$ cat src/rtl/dicas_jogo_if.sv
// Bus for the dicas_jogo round controller: load/guess inputs plus hint and status outputs.
// Carries distancia only when DICAS_DISTANCIA_EN is defined.
interface dicas_jogo_if #(
    parameter int LARG_A   = 4,
    parameter int LARG_B   = 3,
    parameter int MAX_TENT = 8
);
    localparam int LT = (LARG_A > LARG_B) ? LARG_A : LARG_B;
    localparam int LC = $clog2(MAX_TENT + 1);

    logic              carrega;
    logic [LARG_A-1:0] senhaA;
    logic [LARG_B-1:0] senhaB;
    logic [LT-1:0]     tentativa;
    logic              confirma;
    logic [1:0]        comp;
    logic              valido;
    logic              paridade;
    logic              modoB;
    logic [LC-1:0]     restantes;
    logic              acertou;
    logic              bloqueado;
`ifdef DICAS_DISTANCIA_EN
    logic [LT-1:0]     distancia;
`endif

    modport master (
        output carrega, senhaA, senhaB, tentativa, confirma,
        input  comp, valido, paridade, modoB, restantes, acertou, bloqueado
`ifdef DICAS_DISTANCIA_EN
        , input distancia
`endif
    );

    modport slave (
        input  carrega, senhaA, senhaB, tentativa, confirma,
        output comp, valido, paridade, modoB, restantes, acertou, bloqueado
`ifdef DICAS_DISTANCIA_EN
        , output distancia
`endif
    );
endinterface

$ cat src/rtl/dicas_jogo.sv
// Two-field password-guessing round controller with shared attempt budget and registered hints.
// Optional DICAS_DISTANCIA_EN adds a registered |guess - secret| output.
//
// state     | meaning
// ----------+-----------------------------------------------
// OCIOSO    | no round loaded, guesses ignored
// ADIV_A    | guessing secret A
// ADIV_B    | guessing secret B
// ACERTOU   | both fields found, round won
// BLOQUEADO | budget exhausted, round lost
module dicas_jogo #(
    parameter int LARG_A   = 4,
    parameter int LARG_B   = 3,
    parameter int MAX_TENT = 8
) (
    input  logic         clk,
    input  logic         rst,
    dicas_jogo_if.slave  bus
);
    localparam int LT = (LARG_A > LARG_B) ? LARG_A : LARG_B;
    localparam int LC = $clog2(MAX_TENT + 1);

    localparam logic [1:0] DICA_MENOR  = 2'b00;
    localparam logic [1:0] DICA_MAIOR  = 2'b01;
    localparam logic [1:0] DICA_IGUAL  = 2'b10;
    localparam logic [1:0] DICA_NENHUM = 2'b11;

    typedef enum logic [2:0] {OCIOSO, ADIV_A, ADIV_B, ACERTOU, BLOQUEADO} estado_t;

    estado_t           estado, estadoProx;
    logic [LARG_A-1:0] secretA, secretAProx;
    logic [LARG_B-1:0] secretB, secretBProx;
    logic [1:0]        comp, compProx;
    logic              valido, validoProx;
    logic              paridade, paridadeProx;
    logic [LC-1:0]     restantes, restantesProx;
    logic [LC-1:0]     restDec;
    logic [LT-1:0]     alvo;
`ifdef DICAS_DISTANCIA_EN
    logic [LT-1:0]     distancia, distanciaProx;
`endif

    always_ff @(posedge clk) begin
        if (rst) begin
            estado    <= OCIOSO;
            secretA   <= '0;
            secretB   <= '0;
            comp      <= DICA_NENHUM;
            valido    <= 1'b0;
            paridade  <= 1'b0;
            restantes <= '0;
`ifdef DICAS_DISTANCIA_EN
            distancia <= '0;
`endif
        end else begin
            estado    <= estadoProx;
            secretA   <= secretAProx;
            secretB   <= secretBProx;
            comp      <= compProx;
            valido    <= validoProx;
            paridade  <= paridadeProx;
            restantes <= restantesProx;
`ifdef DICAS_DISTANCIA_EN
            distancia <= distanciaProx;
`endif
        end
    end

    always_comb begin
        estadoProx    = estado;
        secretAProx   = secretA;
        secretBProx   = secretB;
        compProx      = comp;
        validoProx    = 1'b0;
        paridadeProx  = paridade;
        restantesProx = restantes;
        restDec       = restantes - LC'(1);
        alvo          = (estado == ADIV_B) ? LT'(secretB) : LT'(secretA);
`ifdef DICAS_DISTANCIA_EN
        distanciaProx = distancia;
`endif

        // A load always wins over a simultaneous guess.
        if (bus.carrega) begin
            secretAProx   = bus.senhaA;
            secretBProx   = bus.senhaB;
            paridadeProx  = (^bus.senhaA) ^ (^bus.senhaB);
            restantesProx = LC'(MAX_TENT);
            compProx      = DICA_NENHUM;
            estadoProx    = ADIV_A;
`ifdef DICAS_DISTANCIA_EN
            distanciaProx = '0;
`endif
        end else if (bus.confirma && (estado == ADIV_A || estado == ADIV_B)) begin
            validoProx    = 1'b1;
            restantesProx = restDec;
            if (bus.tentativa < alvo)
                compProx = DICA_MENOR;
            else if (bus.tentativa > alvo)
                compProx = DICA_MAIOR;
            else
                compProx = DICA_IGUAL;
`ifdef DICAS_DISTANCIA_EN
            distanciaProx = (bus.tentativa >= alvo) ? (bus.tentativa - alvo) : (alvo - bus.tentativa);
`endif
            // Field B found wins even on the last attempt; field A found on the last attempt loses.
            if (bus.tentativa == alvo) begin
                if (estado == ADIV_B)
                    estadoProx = ACERTOU;
                else if (restDec != '0)
                    estadoProx = ADIV_B;
                else
                    estadoProx = BLOQUEADO;
            end else if (restDec == '0) begin
                estadoProx = BLOQUEADO;
            end
        end
    end

    assign bus.comp      = comp;
    assign bus.valido    = valido;
    assign bus.paridade  = paridade;
    assign bus.restantes = restantes;
    assign bus.modoB     = (estado == ADIV_B);
    assign bus.acertou   = (estado == ACERTOU);
    assign bus.bloqueado = (estado == BLOQUEADO);
`ifdef DICAS_DISTANCIA_EN
    assign bus.distancia = distancia;
`endif
endmodule

$ cat src/flat_wrapper.sv
// flat-port wrapper written by rule: the top's interface ports become plain ports
module dicas_jogo_flat 
#(
    parameter int LARG_A   = 4,
    parameter int LARG_B   = 3,
    parameter int MAX_TENT = 8
)
  (clk, rst, bus_carrega, bus_senhaA, bus_senhaB, bus_tentativa, bus_confirma, bus_comp, bus_valido, bus_paridade, bus_modoB, bus_restantes, bus_acertou, bus_bloqueado);
  dicas_jogo_if #(.LARG_A(LARG_A), .LARG_B(LARG_B), .MAX_TENT(MAX_TENT)) bus_i ();
  input  logic clk;
  input  logic rst;
  input wire logic [$bits(bus_i.carrega)-1:0] bus_carrega;
  input wire logic [$bits(bus_i.senhaA)-1:0] bus_senhaA;
  input wire logic [$bits(bus_i.senhaB)-1:0] bus_senhaB;
  input wire logic [$bits(bus_i.tentativa)-1:0] bus_tentativa;
  input wire logic [$bits(bus_i.confirma)-1:0] bus_confirma;
  output wire logic [$bits(bus_i.comp)-1:0] bus_comp;
  output wire logic [$bits(bus_i.valido)-1:0] bus_valido;
  output wire logic [$bits(bus_i.paridade)-1:0] bus_paridade;
  output wire logic [$bits(bus_i.modoB)-1:0] bus_modoB;
  output wire logic [$bits(bus_i.restantes)-1:0] bus_restantes;
  output wire logic [$bits(bus_i.acertou)-1:0] bus_acertou;
  output wire logic [$bits(bus_i.bloqueado)-1:0] bus_bloqueado;
  assign bus_i.carrega = bus_carrega;
  assign bus_i.senhaA = bus_senhaA;
  assign bus_i.senhaB = bus_senhaB;
  assign bus_i.tentativa = bus_tentativa;
  assign bus_i.confirma = bus_confirma;
  assign bus_comp = bus_i.comp;
  assign bus_valido = bus_i.valido;
  assign bus_paridade = bus_i.paridade;
  assign bus_modoB = bus_i.modoB;
  assign bus_restantes = bus_i.restantes;
  assign bus_acertou = bus_i.acertou;
  assign bus_bloqueado = bus_i.bloqueado;
  dicas_jogo #(.LARG_A(LARG_A), .LARG_B(LARG_B), .MAX_TENT(MAX_TENT)) u_core (.clk(clk), .rst(rst), .bus(bus_i));
endmodule
$ cat config.mk
export PLATFORM = sky130hd
export DESIGN_NAME = dicas_jogo_flat
export DESIGN_NICKNAME = d
export VERILOG_FILES = /design/src/rtl/dicas_jogo_if.sv /design/src/rtl/dicas_jogo.sv /design/src/flat_wrapper.sv
export SDC_FILE = /design/constraint.sdc
export NUM_CORES = 1
export LEC_CHECK = 0
export ABC_AREA = 1
export ABC_CLOCK_PERIOD_IN_PS = 2440
export CAP_MARGIN = 40
export CORE_MARGIN = 2
export CORE_UTILIZATION = 35
export DETAILED_ROUTE_END_ITERATION = 16
export GPL_TIMING_DRIVEN = 0
export PLACE_DENSITY = 0.61
export SETUP_SLACK_MARGIN = 0.1
export SYNTH_ARGS = -nofsm -noshare
export SYNTH_HDL_FRONTEND = slang
export SYNTH_SLANG_ARGS = --single-unit
$ cat constraint.sdc
create_clock -name clk -period 2.44 [get_ports clk]
set_input_delay 0.732 -clock clk [delete_from_list [all_inputs] [get_ports clk]]
set_output_delay 0.732 -clock clk [all_outputs]
set_load 0.1 [all_outputs]
=== Yosys cells after proc, flatten, opt, wreduce, memory -nomap -nowiden ===
Index checks and enable logic that the tools add are counted.

* Register bits after elaboration: 18
* Latch bits: 0
* Bits in writable memories: 0
* ROM bits: 0
* Input bits: 15
* Output and inout bits: 11
* Memories kept: 0

* Add/subtract/negate cells: 1
* Multiply operators: 0
* Div/mod/pow operators: 0
* Order comparisons: 2
* Equal/unequal tests: 5
* Shift operators: 0
* Multiplexer cells: 12
* Bitwise gates (word level): 1
* Reduce and logical (&&, ||, !) cells: 12

{| class="wikitable"
|+ Operator list
! operator !! count
|-
| $mux W3 || 4
|-
| $mux W4 || 3
|-
| $eq A3 B2 Y1 const B || 2
|-
| $eq A4 B4 Y1 || 1
|-
| $gt A4 B4 Y1 || 1
|-
| $logic_not A4 Y1 || 1
|-
| $lt A4 B4 Y1 || 1
|-
| $mux W2 || 2
|-
| $reduce_and A2 Y1 || 2
|-
| $reduce_bool A2 Y1 || 2
|-
| $reduce_bool A4 Y1 || 1
|-
| $reduce_xor A4 Y1 || 1
|-
| $sub A4 B1 Y4 const B || 1
|-
| $eq A3 B1 Y1 const B || 1
|-
| $eq A3 B3 Y1 const B || 1
|-
| $mux W1 || 3
|-
| $reduce_bool A3 Y1 || 1
|-
| $reduce_xor A3 Y1 || 1
|-
| $reduce_or A2 Y1 || 1
|-
| $logic_and A1 B1 Y1 || 1
|-
| $logic_or A1 B1 Y1 || 1
|-
| $xor A1 B1 Y1 || 1
|}

=== Longest topological paths before layout ===
Gate-level depths: netlist of the first run.

* Depth after elaboration: 7
* Depth in mapped cells: 13
* Mapped depth without buffers: 13

=== Worst setup path after synthesis of the first run ===
Ideal clock, no wire load.

* Kind: register to register
* From: reg u_core.estado[2]
* To: reg u_core.estado[1]
* Data arrival time: 2.453 ns
* Required time: 2.380 ns
* Path slack: -0.073 ns
* Stages on the path, launching flop included: 9
* Period minus slack after synthesis: 2.513 ns
* Cell sequence: dfxtp_1 > nor3_4 > mux2i_1 > ha_1 > nand2_1 > nor2_1 > inv_1 > o211ai_2 > and3_1

* Longest elaborated chain between the ends: 5

{| class="wikitable"
|+ Ends and longest elaborated chain
! what !! line !! source
|-
| start, declared || dicas_jogo.sv:30 || <nowiki>estado_t estado, estadoProx;</nowiki>
|-
| start signal, assigned || dicas_jogo.sv:56 || <nowiki>estado <= estadoProx;</nowiki>
|-
| $eq A3 B2 Y1 * || n/a ||
|-
| named net bus_modoB || flat_wrapper.sv:20 || <nowiki>output wire logic [$bits(bus_i.modoB)-1:0] bus_modoB;</nowiki>
|-
| $mux W4 || dicas_jogo.sv:78 || <nowiki>alvo = (estado == ADIV_B) ? LT'(secretB) : LT'(secretA);</nowiki>
|-
| $eq A4 B4 Y1 || dicas_jogo.sv:107 || <nowiki>if (bus.tentativa == alvo) begin</nowiki>
|-
| $reduce_bool A2 Y1 (no source line) || n/a ||
|-
| $reduce_and A2 Y1 (no source line) || n/a ||
|}

Mark *: on every way through the listed nets, which the timed path passes. The rest lies on a longest branch.
A chain may end at the register's enable or synchronous reset.

=== Final worst setup path of the first run ===
* From: reg u_core.restantes[3] (netlist: u_core.bus.restantes[3])
* To: out bus_restantes[3]

{| class="wikitable"
|+ RTL lines
! what !! line !! source
|-
| start, declared || dicas_jogo.sv:36 || <nowiki>logic [LC-1:0] restantes, restantesProx;</nowiki>
|-
| start signal, assigned || dicas_jogo.sv:62 || <nowiki>restantes <= restantesProx;</nowiki>
|-
| end, declared || flat_wrapper.sv:21 || <nowiki>output wire logic [$bits(bus_i.restantes)-1:0] bus_restantes;</nowiki>
|}

No word-level cell between the ends.

==> results of run 1 <==
[synth_stat cells (all sizes together)]
cell type   n
nor2       23
xor2        2
nand3      13
ha          6
nor3        1
xnor2       3
o21ai      11
o211ai      1
mux2i       2
clkbuf      1
nand2      25
inv        21
a21oi      10
and3        1
nand4       1
dfxtp      18
[sequential cells by signal (all words and copies together), names as in the netlist]
name and cells:
u_core.bus.paridade 1, u_core.secretA 4, u_core.estado 3, u_core.bus.comp 2, u_core.secretB 3, u_core.bus.valido 1, u_core.bus.restantes 4
[power groups by stage]
stage	Combinational (uW)	Sequential (uW)	Clock, uW
CTS	195	318	192
global route	214	320	207
detailed placement	195	326	0
finish	193	318	187
floorplan	77.3	367	0
global placement	172	325	0
[final cells by class]
class,instances,area [um2],share of cell area (%)
flip-flops and latches,18,369,24.5
clock buffers,4,36.3,2.41
inverters,21,81.3,5.39
repair buffers,34,408,27.1
plain buffers,1,3.75,0.249
well taps,31,38.8,2.57
multi-input cells,99,571,37.8
[critical path, stage by stage (launching register included)]
cell	delay, ns
dfxtp_1	0.40
clkdlybuf4s50_1	0.54
buf_8	0.20
[per-layer routing]
layer,share of wire [%],up-vias,GRT usage (%)
met5,0,-,0
met4,0,0,0.997
met3,4.4,0,4.69
met2,52,16,27.9
met1,43,448,16.9
li1,-,525,-
[cells by family after synthesis]
logic type	after synthesis
AO/OA/AOI/OAI	22
XOR/XNOR	5
adder cells (fa/ha/maj)	6
buffers and inverters	22
flip-flops	18
multiplexers	2
AND/OR/NAND/NOR	64
[worst paths after layout]
| path | end | startpoint | cells past startpoint | slack, ns |
|---|---|---|---|---|
| max | bus_restantes[3] | u_core.bus.restantes[3] | 2 | 0.26 |
| min | u_core.bus.comp[0] | u_core.bus.comp[0] | 2 | 0.50 |
| max reg2reg | u_core.estado[1] | u_core.estado[1] | 12 | 0.48 |
| min reg2reg | u_core.bus.comp[0] | u_core.bus.comp[0] | 2 | 0.50 |
[repair_timing]
action	in CTS	in global routing
setup endpoints to repair	3	1
setup buffers	1	0
pin swaps	1	0
gates resized for setup	6	1
[stage by stage]
stage | cells | total power (uW)
floorplan | 139 | 444
global placement | 195 | 496
detailed placement | 206 | 520
CTS | 209 | 705
global route | 208 | 741
finish | 208 | 697
==> results.yml, run 1 <==
global_route:
  track_usage_pct: 14.8
  grt-ovfl-total: 0
  grt_antenna_before_repair: 0
  grt_pass1_wl_um: 3920
  grt_pass1_vias: 941
  grt_max_degree: 11
detailed_routing:
  firstDrtPassIters: 2
  drt_iter0_markers: 5
  vias: 989
  ant_nets: 0
  drt-wirelength-per-cell_um: 10.4
  drt_wl_total_um: 2170
  viasPerCell: 4.75
  drc_errors: 0
synthesis:
  yosys_warnings: 0
  synth_xor_xnor_area_share_pct: 4.33
  syn_inst: 139
  synth_area_mm2: 0.00101
  ys_seq_area_share_pct: 35.6
  synthAdderAreaFrac_pct: 7.43
  ys_ff_latch: 18
  synthTopCellsByArea: "dfxtp_1 (36%), nand2_1 (8.2%), nor2_1 (7.8%)"
  synth-compound-area-share_pct: 11.6
  syn_nets: 160
  yosys.area.top_type: "dfxtp_1"
  synth_cell_types: 21
  synthSimpleGateAreaFrac_pct: 30.6
  syn_avg_cell_area_um2: 7.27
  synth_top_area_share_pct: 35.6
  muxShareOfSynthArea_pct: 1.98
  synth_top_family_by_area: "simple AND/OR/NAND/NOR gates"
finish:
  nNetsFinal: 199
  fin_area_mm2: 0.00151
  antenna_cells: 0
  area_growth_pct: 49.1
  drive_above_1_share_pct: 18.1
  fin_util_pct: 54.7
  n_fill_cell: 268
  final_cell_mix: "nand2_1 (22), clkdlybuf4s50_1 (22), nor2_1 (19), inv_1 (18), dfxtp_1 (15)"
setup_path:
  worst-setup-path-type: "reg -> out"
  cp_max_fo: 4
  critPathCaptureType: "output pin"
  critPathArrivalTime_ns: 1.45
  startpoint_type: "flip-flop"
  worstPathRequired_ns: 1.71
pwr:
  power_frac_clock_pct: 26.8
  netSwitchingFraction_pct: 31.4
  powerDensity_mw_per_mm2: 463
  combPwrFrac_pct: 27.7
  p_switching_uw: 219
  power.share.sequential_pct: 45.5
  internal-power_uw: 478
  leakage_uw: 0.000671
  peakVddDrop_uv: 422
sta:
  worst_pin_slew_ns: 0.361
  min_period_ns: 2.18
  drv_slew: 0
  setup_violations: 0
  relSlewSlack_pct: 75.9
  rsz0062_at_grt: "no"
  period_share_pct: 89.3
  skew_ns: 0.00377
  fmax_ghz: 0.459
  hold_viol_final: 0
  setup_tns_ns: 0
  holdWs_ns: 0.499
  setup_slack_ns: 0.261
floorplan:
  dieArea_mm2: 0.00333
  core_mm2: 0.00276
  rows: 19
  io_pins: 26
  dieWidth_um: 57.7
  fp.dieH_um: 57.7
  start_util_pct: 36.7
cts:
  cts_tree: "yes"
  insertion_delay_ns: 0.30
  clkTransAtPathRegs_ns: 0.10
  cts.sinks: 18
  clockBufferDepth: 2
  numCtsBuffers: 3
  h-tree-depth: 1
  holdBufCountCts: 0
  cts-root-buf: "clkbuf_4"
place:
  port_buffers: 25
  dp_hpwl_um: 1850
  placed_cell_area_mm2: 0.00147
  globalplace.congestion: 0.809
  place_ws_ns: 0.206
status:
  status: "finished, final reports clean"
worst_hold_path:
  worstHoldPathType: "reg -> reg"
job:
  drv_cap: 0
No activity file was read; power rests on OpenSTA's default activity.
==> run 2, diff against run 1 <==
--- a/config.mk
+++ b/config.mk
@@ -6,8 +6,9 @@
 export NUM_CORES = 1
 export LEC_CHECK = 0
 export ABC_AREA = 1
-export ABC_CLOCK_PERIOD_IN_PS = 2440
+export ABC_CLOCK_PERIOD_IN_PS = 2800
 export CAP_MARGIN = 40
+export CORE_ASPECT_RATIO = 0.5
 export CORE_MARGIN = 2
 export CORE_UTILIZATION = 35
 export DETAILED_ROUTE_END_ITERATION = 16
==> constraint.sdc (replaced) <==
create_clock -name clk -period 2.8 [get_ports clk]
set_input_delay 0.84 -clock clk [delete_from_list [all_inputs] [get_ports clk]]
set_output_delay 0.84 -clock clk [all_outputs]
set_load 0.1 [all_outputs]
==> results.yml, run 2 (synthesis results as in run 1) <==
setup_path:
  critPathCaptureType: "output pin"
  cp_top_family: "buffers and inverters"
  critPathArrivalTime_ns: 1.64
  endpoint: "bus_bloqueado"
  crit_slowest_cell: "clkdlybuf4s50_1"
  path_cells: "inv_1 > nor2_1 > clkdlybuf4s50_1 > buf_8"
  worstPathRequired_ns: 1.96
  worst-setup-path-type: "reg -> out"
  crit_start: "u_core.estado[2]"
  cp_slowest_stage_delay_ns: 0.52
  regToRegEndpoint: "u_core.estado[1]"
  startpoint_type: "flip-flop"
  cp_max_fo: 4
  worst-r2r-setup-slack_ns: 0.55
  r2r-start: "u_core.estado[1]"
  critical_path_depth: 4
  reg2regPathDepth: 12
  cp_num_buf_inv: 3
detailed_routing:
  drt_iter0_markers: 25
  ant_nets: 0
  viasPerCell: 4.49
  drt-wirelength-per-cell_um: 10.0
  vias: 974
  firstDrtPassIters: 4
  drc_errors: 0
  drt_wl_total_um: 2170
floorplan:
  dieArea_mm2: 0.00336
  fp.dieH_um: 42.0
  start_util_pct: 37.9
  io_pins: 26
  dieWidth_um: 80.0
  core_mm2: 0.00267
  rows: 13
pwr:
  peakVddDrop_uv: 177
  leakage_uw: 0.000686
  powerDensity_mw_per_mm2: 429
finish:
  multi_input_area_um2: 566
  regArea_um2: 360
  area_growth_pct: 51.6
  reg_top3: "u_core.bus.restantes: 4 flops, u_core.secretA: 4 flops"
  nNetsFinal: 202
  drive_above_1_share_pct: 15.0
  final_cell_mix: "clkdlybuf4s50_1 (24), nand2_1 (22), nor2_1 (21), inv_1 (19), dfxtp_1 (18)"
  antenna_cells: 0
  n_fill_cell: 257
  final_common_cell: "clkdlybuf4s50_1"
place:
  port_buffers: 25
  dp_hpwl_um: 1690
  globalplace.congestion: 0.727
cts:
  cts-root-buf: "clkbuf_8"
  clkTransAtPathRegs_ns: 0.07
  cts_tree: "yes"
  clockBufferDepth: 2
  post_cts.repair.setup_buffers: 0
  holdBufCountCts: 0
  cts.sinks: 18
  numCtsBuffers: 3
  h-tree-depth: 1
  cts_resized: 0
  insertion_delay_ns: 0.25
sta:
  drv_slew: 0
  min_period_ns: 2.48
  setup_tns_ns: 0
  rsz0062_at_grt: "no"
  period_share_pct: 88.7
  setup_violations: 0
  relSlewSlack_pct: 73.9
  holdWs_ns: 0.485
  fmax_ghz: 0.402
  hold_viol_final: 0
  worst_pin_slew_ns: 0.390
  skew_ns: 0.00353
worst_hold_path:
  worstHoldPathType: "reg -> reg"
job:
  drv_cap: 0
global_route:
  track_usage_pct: 13.7
  grt_antenna_before_repair: 0
  grt_pass1_wl_um: 3570
  grt_max_degree: 11
  grt-ovfl-total: 0
  grt_pass1_vias: 834
status:
  status: "finished, final reports clean"
## run 2: cell count changes in the layout (fill, tap and decap cells not counted), moves of 3 or more
| cell | previous run | this run |
|---|---|---|
| buf_12 | 3 | 0 |
| buf_8 | 8 | 11 |
| clkbuf_4 | 3 | 0 |
| clkbuf_8 | 1 | 4 |
| dfxtp_1 | 15 | 18 |
## run 2: report_power, final
group | total (uW) | internal [uW] | switching [uW]
Clock | 212 | 125 | 86.6
Sequential | 277 | 269 | 8.03
Combinational | 168 | 68.7 | 99.3
Total | 657 | 463 | 194
## run 2: worst register-to-register path, cell delays in order, from the launching register on
cell      delay, ns
dfxtp_1        0.34
inv_1          0.09
nor3_4         0.39
buf_4          0.19
inv_2          0.05
nand2_1        0.05
nand2_1        0.05
ha_1           0.26
nand2_1        0.04
nor2_1         0.27
inv_1          0.11
o211ai_2       0.20
and3_1         0.16
## run 2: layout make-up
cell class                      instances  area share [%]
Tap cell                               37            3.02
Inverter                               21            5.31
Clock buffer                            4            3.59
Multi-Input combinational cell         99            36.9
Timing Repair Buffer                   37            27.4
Buffer                                  1           0.245
Sequential cell                        18            23.5
## run 2: layer usage
metal	wire length (um)	global-route usage, %	share of wire, %
met5	0	0	0
met3	83	5.17	3.8
met2	980	20.7	45
met4	0	3.05	0
met1	1110	18.7	51
## run 2: how the worst min path moves through the flow
| stage | startpoint | endpoint | slack [ns] | cells after the start |
|---|---|---|---|---|
| 6_report | u_core.bus.comp[1] | u_core.bus.comp[1] | 0.49 | 2 |
| 2_1_floorplan | u_core.secretA[1] | u_core.secretA[1] | 0.46 | 2 |
| 3_5_place_dp | u_core.bus.comp[1] | u_core.bus.comp[1] | 0.47 | 2 |
| 3_3_place_gp | u_core.bus.comp[1] | u_core.bus.comp[1] | 0.46 | 2 |
| 5_1_grt | u_core.bus.comp[0] | u_core.bus.comp[0] | 0.52 | 2 |
| 4_1_cts | u_core.bus.comp[1] | u_core.bus.comp[1] | 0.49 | 2 |
## run 2: metrics by stage
stage                     setup slack, ns  utilization [%]  std cells  instance area (um2)  total power, uW
final                               0.315             57.5        217                 1530              657
after detailed placement            0.347             55.2        212                 1470              451
after floorplan                     0.179                -        139                 1010              386
after global placement            0.00578             49.0        201                 1310              433
after global routing                0.221             57.5        217                 1530              688
after CTS                           0.132             57.3        216                 1530              663
==> run 3, diff against run 2 <==
--- a/config.mk
+++ b/config.mk
@@ -6,7 +6,7 @@
 export NUM_CORES = 1
 export LEC_CHECK = 0
 export ABC_AREA = 1
-export ABC_CLOCK_PERIOD_IN_PS = 2800
+export ABC_CLOCK_PERIOD_IN_PS = 2650
 export CAP_MARGIN = 40
 export CORE_ASPECT_RATIO = 0.5
 export CORE_MARGIN = 2
@@ -15,6 +15,7 @@
 export GPL_TIMING_DRIVEN = 0
 export PLACE_DENSITY = 0.61
 export SETUP_SLACK_MARGIN = 0.1
+export SLEW_MARGIN = 20
 export SYNTH_ARGS = -nofsm -noshare
 export SYNTH_HDL_FRONTEND = slang
 export SYNTH_SLANG_ARGS = --single-unit
==> constraint.sdc (replaced) <==
create_clock -name clk -period 2.65 [get_ports clk]
set_input_delay 0.795 -clock clk [delete_from_list [all_inputs] [get_ports clk]]
set_output_delay 0.795 -clock clk [all_outputs]
set_load 0.1 [all_outputs]
==> results.yml, run 3 (synthesis results as in run 1) <==
cts:
  cts-root-buf: "clkbuf_8"
  cts.sinks: 18
  clkTransAtPathRegs_ns: 0.07
  clockBufferDepth: 2
  h-tree-depth: 1
  numCtsBuffers: 3
  insertion_delay_ns: 0.25
  cts_tree: "yes"
  holdBufCountCts: 0
worst_hold_path:
  whs_path_depth: 2
  worstHoldPathType: "reg -> reg"
  min-delay-start: "u_core.bus.comp[1]"
  min_to: "u_core.bus.comp[1]"
setup_path:
  regToRegEndpoint: "u_core.estado[1]"
  cp_max_fo: 4
  worstPathRequired_ns: 1.86
  critPathArrivalTime_ns: 1.66
  r2r-start: "u_core.estado[1]"
  crit_slowest_cell: "clkdlybuf4s50_1"
  worst-r2r-setup-slack_ns: 0.40
  cp_num_buf_inv: 2
  cp_top_family: "buffers and inverters"
  critPathCaptureType: "output pin"
  reg2regPathDepth: 12
  startpoint_type: "flip-flop"
  worst-setup-path-type: "reg -> out"
  path_cells: "nand2_1 > nor2_1 > clkdlybuf4s50_1 > buf_8"
  cp_slowest_stage_delay_ns: 0.53
sta:
  worst_pin_slew_ns: 0.399
  fmax_ghz: 0.407
  holdWs_ns: 0.482
  period_share_pct: 92.6
  min_period_ns: 2.46
  skew_ns: 0.00480
  hold_viol_final: 0
  relSlewSlack_pct: 73.4
  setup_violations: 0
  rsz0062_at_grt: "no"
  drv_slew: 0
global_route:
  grt_antenna_before_repair: 0
  grt_pass1_wl_um: 3720
  track_usage_pct: 14.5
  grt_pass1_vias: 853
  grt_max_degree: 11
  grt-ovfl-total: 0
floorplan:
  dieArea_mm2: 0.00336
  dieWidth_um: 80.0
  fp.dieH_um: 42.0
  io_pins: 26
  start_util_pct: 37.9
  rows: 13
  core_mm2: 0.00267
detailed_routing:
  ant_nets: 0
  viasPerCell: 4.54
  drt-wirelength-per-cell_um: 10.4
  vias: 977
  drt_iter0_markers: 28
  drt_wl_total_um: 2230
  drc_errors: 0
  firstDrtPassIters: 4
finish:
  final_common_cell: "clkdlybuf4s50_1"
  area_growth_pct: 50.4
  reg_top3: "u_core.bus.restantes: 4 flops, u_core.secretA: 4 flops"
  antenna_cells: 0
  nNetsFinal: 201
  final_cell_mix: "clkdlybuf4s50_1 (24), nand2_1 (22), nor2_1 (20), inv_1 (19), dfxtp_1 (17)"
  drive_above_1_share_pct: 15.2
place:
  globalplace.congestion: 0.731
  port_buffers: 25
  dp_hpwl_um: 1760
pwr:
  peakVddDrop_uv: 175
  leakage_uw: 0.000675
  powerDensity_mw_per_mm2: 434
  p_total_uw: 659
status:
  status: "finished, final reports clean"
job:
  drv_cap: 0
## run 3: what timing repair did
action                                  4_1_cts  5_1_grt
resized for setup                             0        2
endpoints found under the setup margin        1        2
pin swaps                                     1        0
buffers inserted                              1        0
## run 3: metal layers
layer / global-route usage, % / wire, um / vias to the layer above
li1: - / - / 525
met1: 19.1 / 1090 / 433
met2: 22.5 / 1040 / 17
met3: 5.17 / 82 / 2
met4: 4.07 / 19 / 0
met5: 0 / 0 / -
## run 3: per-stage QoR
step                      instance area [um2]  instances  setup WS (ns)  utilization (%)  TNS (ns)
after floorplan                          1010        139         0.0743                -         0
after detailed placement                 1480        212          0.213             55.3         0
final                                    1520        215          0.195             57.0         0
after global routing                     1520        215          0.108             57.0         0
after global placement                   1310        201         -0.102             49.1    -0.102
after CTS                                1520        216          0.166             57.1         0
## run 3: worst min-delay path, cell delays in order, from the launching register on
cell and delay [ns]:
dfxtp_1 0.33, a21oi_1 0.07, nand2_1 0.06
## run 3: cell type report
cell class / count / area (um2)
multi-input combinational: 99 / 568
buffer: 1 / 3.75
timing repair buffer: 36 / 418
inverter: 21 / 81.3
clock buffer: 3 / 41.3
tap: 37 / 46.3
sequential: 18 / 362
fill: 269 / 1150
## run 3: how the worst max path moves through the flow
stage | startpoint | to | slack [ns] | depth (start not counted)
final | u_core.estado[0] | bus_acertou | 0.19 | 4
after floorplan | u_core.estado[0] | bus_acertou | 0.07 | 2
after global placement | u_core.estado[2] | bus_modoB | -0.10 | 2
after CTS | u_core.estado[2] | bus_bloqueado | 0.17 | 4
after detailed placement | bus_tentativa[0] | u_core.estado[1] | 0.21 | 8
after global routing | u_core.estado[0] | bus_acertou | 0.11 | 4
## run 3: where the power goes
part,switching [uW],internal [uW],total (uW)
Clock,87.6,101,189
Sequential,8.33,285,293
Combinational,105,72.7,178
Total,201,458,659
==> patch 1, RTL diff (flow settings as in run 2) <==
The 5 values of `estado_t` get a one-hot encoding in 5 bits.
--- a/src/rtl/dicas_jogo.sv
+++ b/src/rtl/dicas_jogo.sv
@@ -27,3 +27,3 @@
 
-    typedef enum logic [2:0] {OCIOSO, ADIV_A, ADIV_B, ACERTOU, BLOQUEADO} estado_t;
+    typedef enum logic [4:0] {OCIOSO = 5'b00001, ADIV_A = 5'b00010, ADIV_B = 5'b00100, ACERTOU = 5'b01000, BLOQUEADO = 5'b10000} estado_t;
 
Behaviour: no difference found for any inputs over 10 cycles, from zero or initial values and one cycle with rst high; not proved beyond that.
==> patch 1 against run 2 <==
  * Sequential share of layout area up 1.1 points
  * Cell area rose by 6.9%
  * Via count rose by 5.0%
  * Sequential cell count grew 2
  * Wire length grew 2.2%
  * Die area rose by 8.6%
  * Setup slack worse by 130 ps
  * Power increased by 1.7%
  * Synthesized cell count grew 11%
  * Critical endpoint is now bus_modoB
  * Critical path type unchanged
  * Worst hold slack worse by 10 ps
  * Critical path depth grew 1
  * Area after synthesis is 9.3% higher
  * Core utilization shrank 3.1 points
  * Cell count is 7.4% higher
==> patch 1: results <==
set metrics [dict create \
    cts.htree.levels 1 \
    fin_skew_ps 1.58 \
    rrSetupSlack_ps 950 \
    ys_types 25 \
    slew_headroom 0.755 \
    grt_pass1_vias 924 \
    leakage_uw 0.000736 \
    dp_slack_ps 389 \
    powerDensity_nw_per_um2 408 \
    yosys_warnings 0 \
    pwr-share-seq 0.456 \
    synth_area_leaders "dfxtp_1, nand2_1, nor2_1" \
    cp.arrival_ps 1780 \
    synth_nets 175 \
    vias 1023 \
    nFillCells 296 \
    syn_inst 154 \
    clk_path_buf_depth 2 \
    first_pass_iters 4 \
    hold_slack_ps 475 \
    slowest_stage "clkdlybuf4s50_1" \
    cts_buffers 3 \
    synthTopCellsByCount "nand2_1, nor2_1, dfxtp_1, inv_1, o21ai_0" \
    postCtsHoldBufs 0 \
    status "completed" \
    slowest_delay_ps 510 \
    cts_resized 1 \
    peakVddDrop_mv 0.147 \
    drive_above_1_share 0.155 \
    diodes 0 \
    cts.clk_slew.worst_paths_ps 70 \
    stdcell_count 233 \
    cp_max_fo 8 \
    grt_pass1_wl_mm 3.97 \
    async_reset_ff_frac 0 \
    p_sw_uw 184 \
    fin_crit_sh 0.935 \
    regMostFlops "u_core.estado" \
    dp_hpwl_mm 1.76 \
    crit_family "buffers and inverters" \
    grt_max_degree 12 \
    p_comb_frac 0.215 \
    gp_congestion 0.751 \
    clk_latency_ps 260 \
    root_buffer "clkbuf_8" \
    seq_area_frac_synth 0.362 \
    drt_iter0_markers 59 \
    routed_wl_mm 2.22 \
    reg_top3 "u_core.estado (5), u_core.bus.restantes (4), u_core.secretA (4)" \
    grt_usage 0.140 \
    fin_nets 215 \
]
[patch 1: cell count changes after synthesis, sizes merged, moves of 2 or more]
cell    before  now
nand2       25   36
dfxtp       18   20
clkinv       0    2
a21oi       10    8
inv         21   19
nand3       13    5
nor2        23   33
nor4         0    2
[patch 1: worst paths after layout]
| check | cells after the start | from | end |
|---|---|---|---|
| setup reg to reg | 11 | u_core.estado[0] | u_core.estado[4] |
| hold / removal | 2 | u_core.bus.comp[0] | u_core.bus.comp[0] |
| setup / recovery | 5 | u_core.estado[0] | bus_modoB |
| hold reg to reg | 2 | u_core.bus.comp[0] | u_core.bus.comp[0] |
[patch 1: worst min-delay path: stages (launching register included)]
cell     delay [ps]
dfxtp_1         330
a21oi_1          60
nand2_1          60
[patch 1: area by class of cell]
| class | instances | area (um^2) | area share |
|---|---|---|---|
| buffer | 1 | 5.00 | 0.00306 |
| clock buffer | 4 | 55.1 | 0.0336 |
| inverter | 21 | 83.8 | 0.0512 |
| multi-input combinational | 112 | 631 | 0.385 |
| sequential | 20 | 403 | 0.246 |
| tap | 40 | 50.0 | 0.0306 |
| timing repair buffer | 35 | 410 | 0.251 |
[patch 1: per-layer routing]
layer / vias to the layer above / track usage / part of all wire
met5: - / 0 / 0
met4: 0 / 0.0677 / 0.021
met1: 439 / 0.188 / 0.50
met2: 17 / 0.210 / 0.44
met3: 4 / 0.0400 / 0.041
li1: 563 / - / -
[patch 1: cell families (layout without fill, tap and decap cells)]
group / after synthesis / count (layout) / share of synthesized area
AO/OA/AOI/OAI: 21 / 21 / 0.101
XOR/XNOR: 6 / 6 / 0.0476
adder cells (fa/ha/maj): 6 / 6 / 0.0679
buffers and inverters: 22 / 61 / 0.0804
flip-flops: 20 / 20 / 0.362
multiplexers: 2 / 2 / 0.0181
AND/OR/NAND/NOR: 77 / 77 / 0.323
==> patch 2, RTL diff (settings of run 2) <==
Made on the original files. `LARG_A` is set to 4 in 3 places; all go to 6.
--- a/src/rtl/dicas_jogo_if.sv
+++ b/src/rtl/dicas_jogo_if.sv
@@ -3,3 +3,3 @@
 interface dicas_jogo_if #(
-    parameter int LARG_A   = 4,
+    parameter int LARG_A   = 6,
     parameter int LARG_B   = 3,
--- a/src/rtl/dicas_jogo.sv
+++ b/src/rtl/dicas_jogo.sv
@@ -11,3 +11,3 @@
 module dicas_jogo #(
-    parameter int LARG_A   = 4,
+    parameter int LARG_A   = 6,
     parameter int LARG_B   = 3,
--- a/src/flat_wrapper.sv
+++ b/src/flat_wrapper.sv
@@ -3,3 +3,3 @@
 #(
-    parameter int LARG_A   = 4,
+    parameter int LARG_A   = 6,
     parameter int LARG_B   = 3,
Ports: changed (resized bus_senhaA and bus_tentativa); port bits go from 26 to 30. No check against the original RTL was run, so the function may have changed too.
==> patch 2 against run 2 <==
  * Clock skew hardly changed
  * Power rose by 4.4%
  * Global-route usage grew 1.3 points
  * Critical path depth shrank 1
  * Cell area up 14%
  * Area after synthesis increased by 19%
  * Sequential cell count grew 2
  * Register-to-register slack improved by 250 ps
  * Wire length is 21% higher
  * Setup slack worse by 120 ps
  * Critical path type unchanged
==> patch 2: results <==
set metrics [dict create \
    cp_max_fo 6 \
    routed-wl-met3_um 115 \
    diodes 0 \
    ys_types 23 \
    drive_above_1_share 0.109 \
    cts_resized 0 \
    leakage_uw 0.000843 \
    stdcell_count 261 \
    gp_congestion 0.775 \
    peakVddDrop_mv 0.136 \
    cts.htree.levels 1 \
    synth_edf_count 0 \
    grt_max_degree 11 \
    rr_startpoint "u_core.estado[2]" \
    async_reset_ff_frac 0 \
    routed.top_layer "met4" \
    antenna_found_initial 0 \
    cp.arrival_ps 1760 \
    worstMarginPinSlew_ps 473 \
    status "completed" \
    routed_via_density 4.62 \
    maxCapViolCount 0 \
    synth_nets 205 \
    syn_avg_cell_area_um2 6.75 \
    reg_top3 "u_core.secretA (6), u_core.bus.restantes (4)" \
    fin_skew_ps 3.48 \
    first_pass_iters 4 \
    yosysTopAreaCellShare 0.333 \
    cts.clk_slew.worst_paths_ps 70 \
    cts_buffers 3 \
    routed_wl_mm 2.64 \
    drt_iter0_markers 32 \
    clk_latency_ps 260 \
    hold_depth 2 \
    port_buffers 29 \
    clk_path_buf_depth 2 \
    fin_nets 250 \
    synth_area_leaders "dfxtp_1, nand2_1, inv_1" \
    grt_pass1_wl_mm 4.55 \
    dominantRegCellSynth "dfxtp_1" \
    grt_usage 0.150 \
    synthTopCellsByCount "nand2_1, inv_1, dfxtp_1, nor2_1, a21oi_1" \
    startpoint "u_core.estado[2]" \
    min-delay-start "u_core.bus.comp[0]" \
    m1WireLength_mm 1.34 \
    wl_met2_mm 1.16 \
    grt_pass1_vias 1087 \
    dp_hpwl_mm 2.12 \
    hold_path.class "register to register" \
    seq_area_frac_synth 0.333 \
    yosys_warnings 0 \
    root_buffer "clkbuf_8" \
    post_cts.repair.setup_buffers 0 \
    r2r_cells 12 \
]
patch 2: routing by layer:
layer  vias to the layer above  track usage
met2                        24        0.253
met3                         2       0.0399
met5                         -            0
met1                       523        0.192
li1                        658            -
met4                         0       0.0469
patch 2: critical path: stages (launching register included):
cell	delay, ps
dfxtp_1	370
nor3_4	350
clkdlybuf4s50_1	580
buf_8	200
patch 2: where the power goes:
group	internal (uW)	switching (uW)
Clock	95.8	89.9
Combinational	79.8	112
Sequential	300	9.26
Total	475	211
patch 2: logic make-up (layout without fill, tap and decap cells):
group           count (synthesis)  after routing  share of synthesized area
flops                          20             20                      0.333
buf+inv                        35             78                      0.111
xor+xnor                        2              2                     0.0146
compound gates                 32             32                      0.142
mux                             2              2                     0.0167
simple gates                   79             79                      0.299
fa+ha+maj                       8              8                     0.0833
patch 2: layout make-up:
cell class | instances | area (um^2)
Sequential cell | 20 | 400
Buffer | 2 | 7.51
Tap cell | 40 | 50.0
Timing Repair Buffer | 40 | 455
Multi-Input combinational cell | 123 | 667
Fill cell | 309 | 1390
Clock buffer | 3 | 41.3
Inverter | 33 | 126
patch 2: per-stage QoR:
stage / hold slack (ps) / worst slack, ps / util / total power (uW) / area [um^2]
floorplan: 463 / 181 / - / 432 / 1200
global placement: 455 / 46.2 / 0.492 / 488 / 1540
detailed placement: 455 / 364 / 0.544 / 508 / 1710
CTS: 474 / 189 / 0.557 / 694 / 1750
global route: 506 / 132 / 0.557 / 728 / 1750
finish: 477 / 199 / 0.557 / 686 / 1750
patch 2: final timing paths:
kind	end	slack, ps
worst max-delay path	bus_modoB	200
worst min-delay path	u_core.bus.comp[0]	480
worst max register to register	u_core.estado[0]	800
worst min register to register	u_core.bus.comp[0]	480
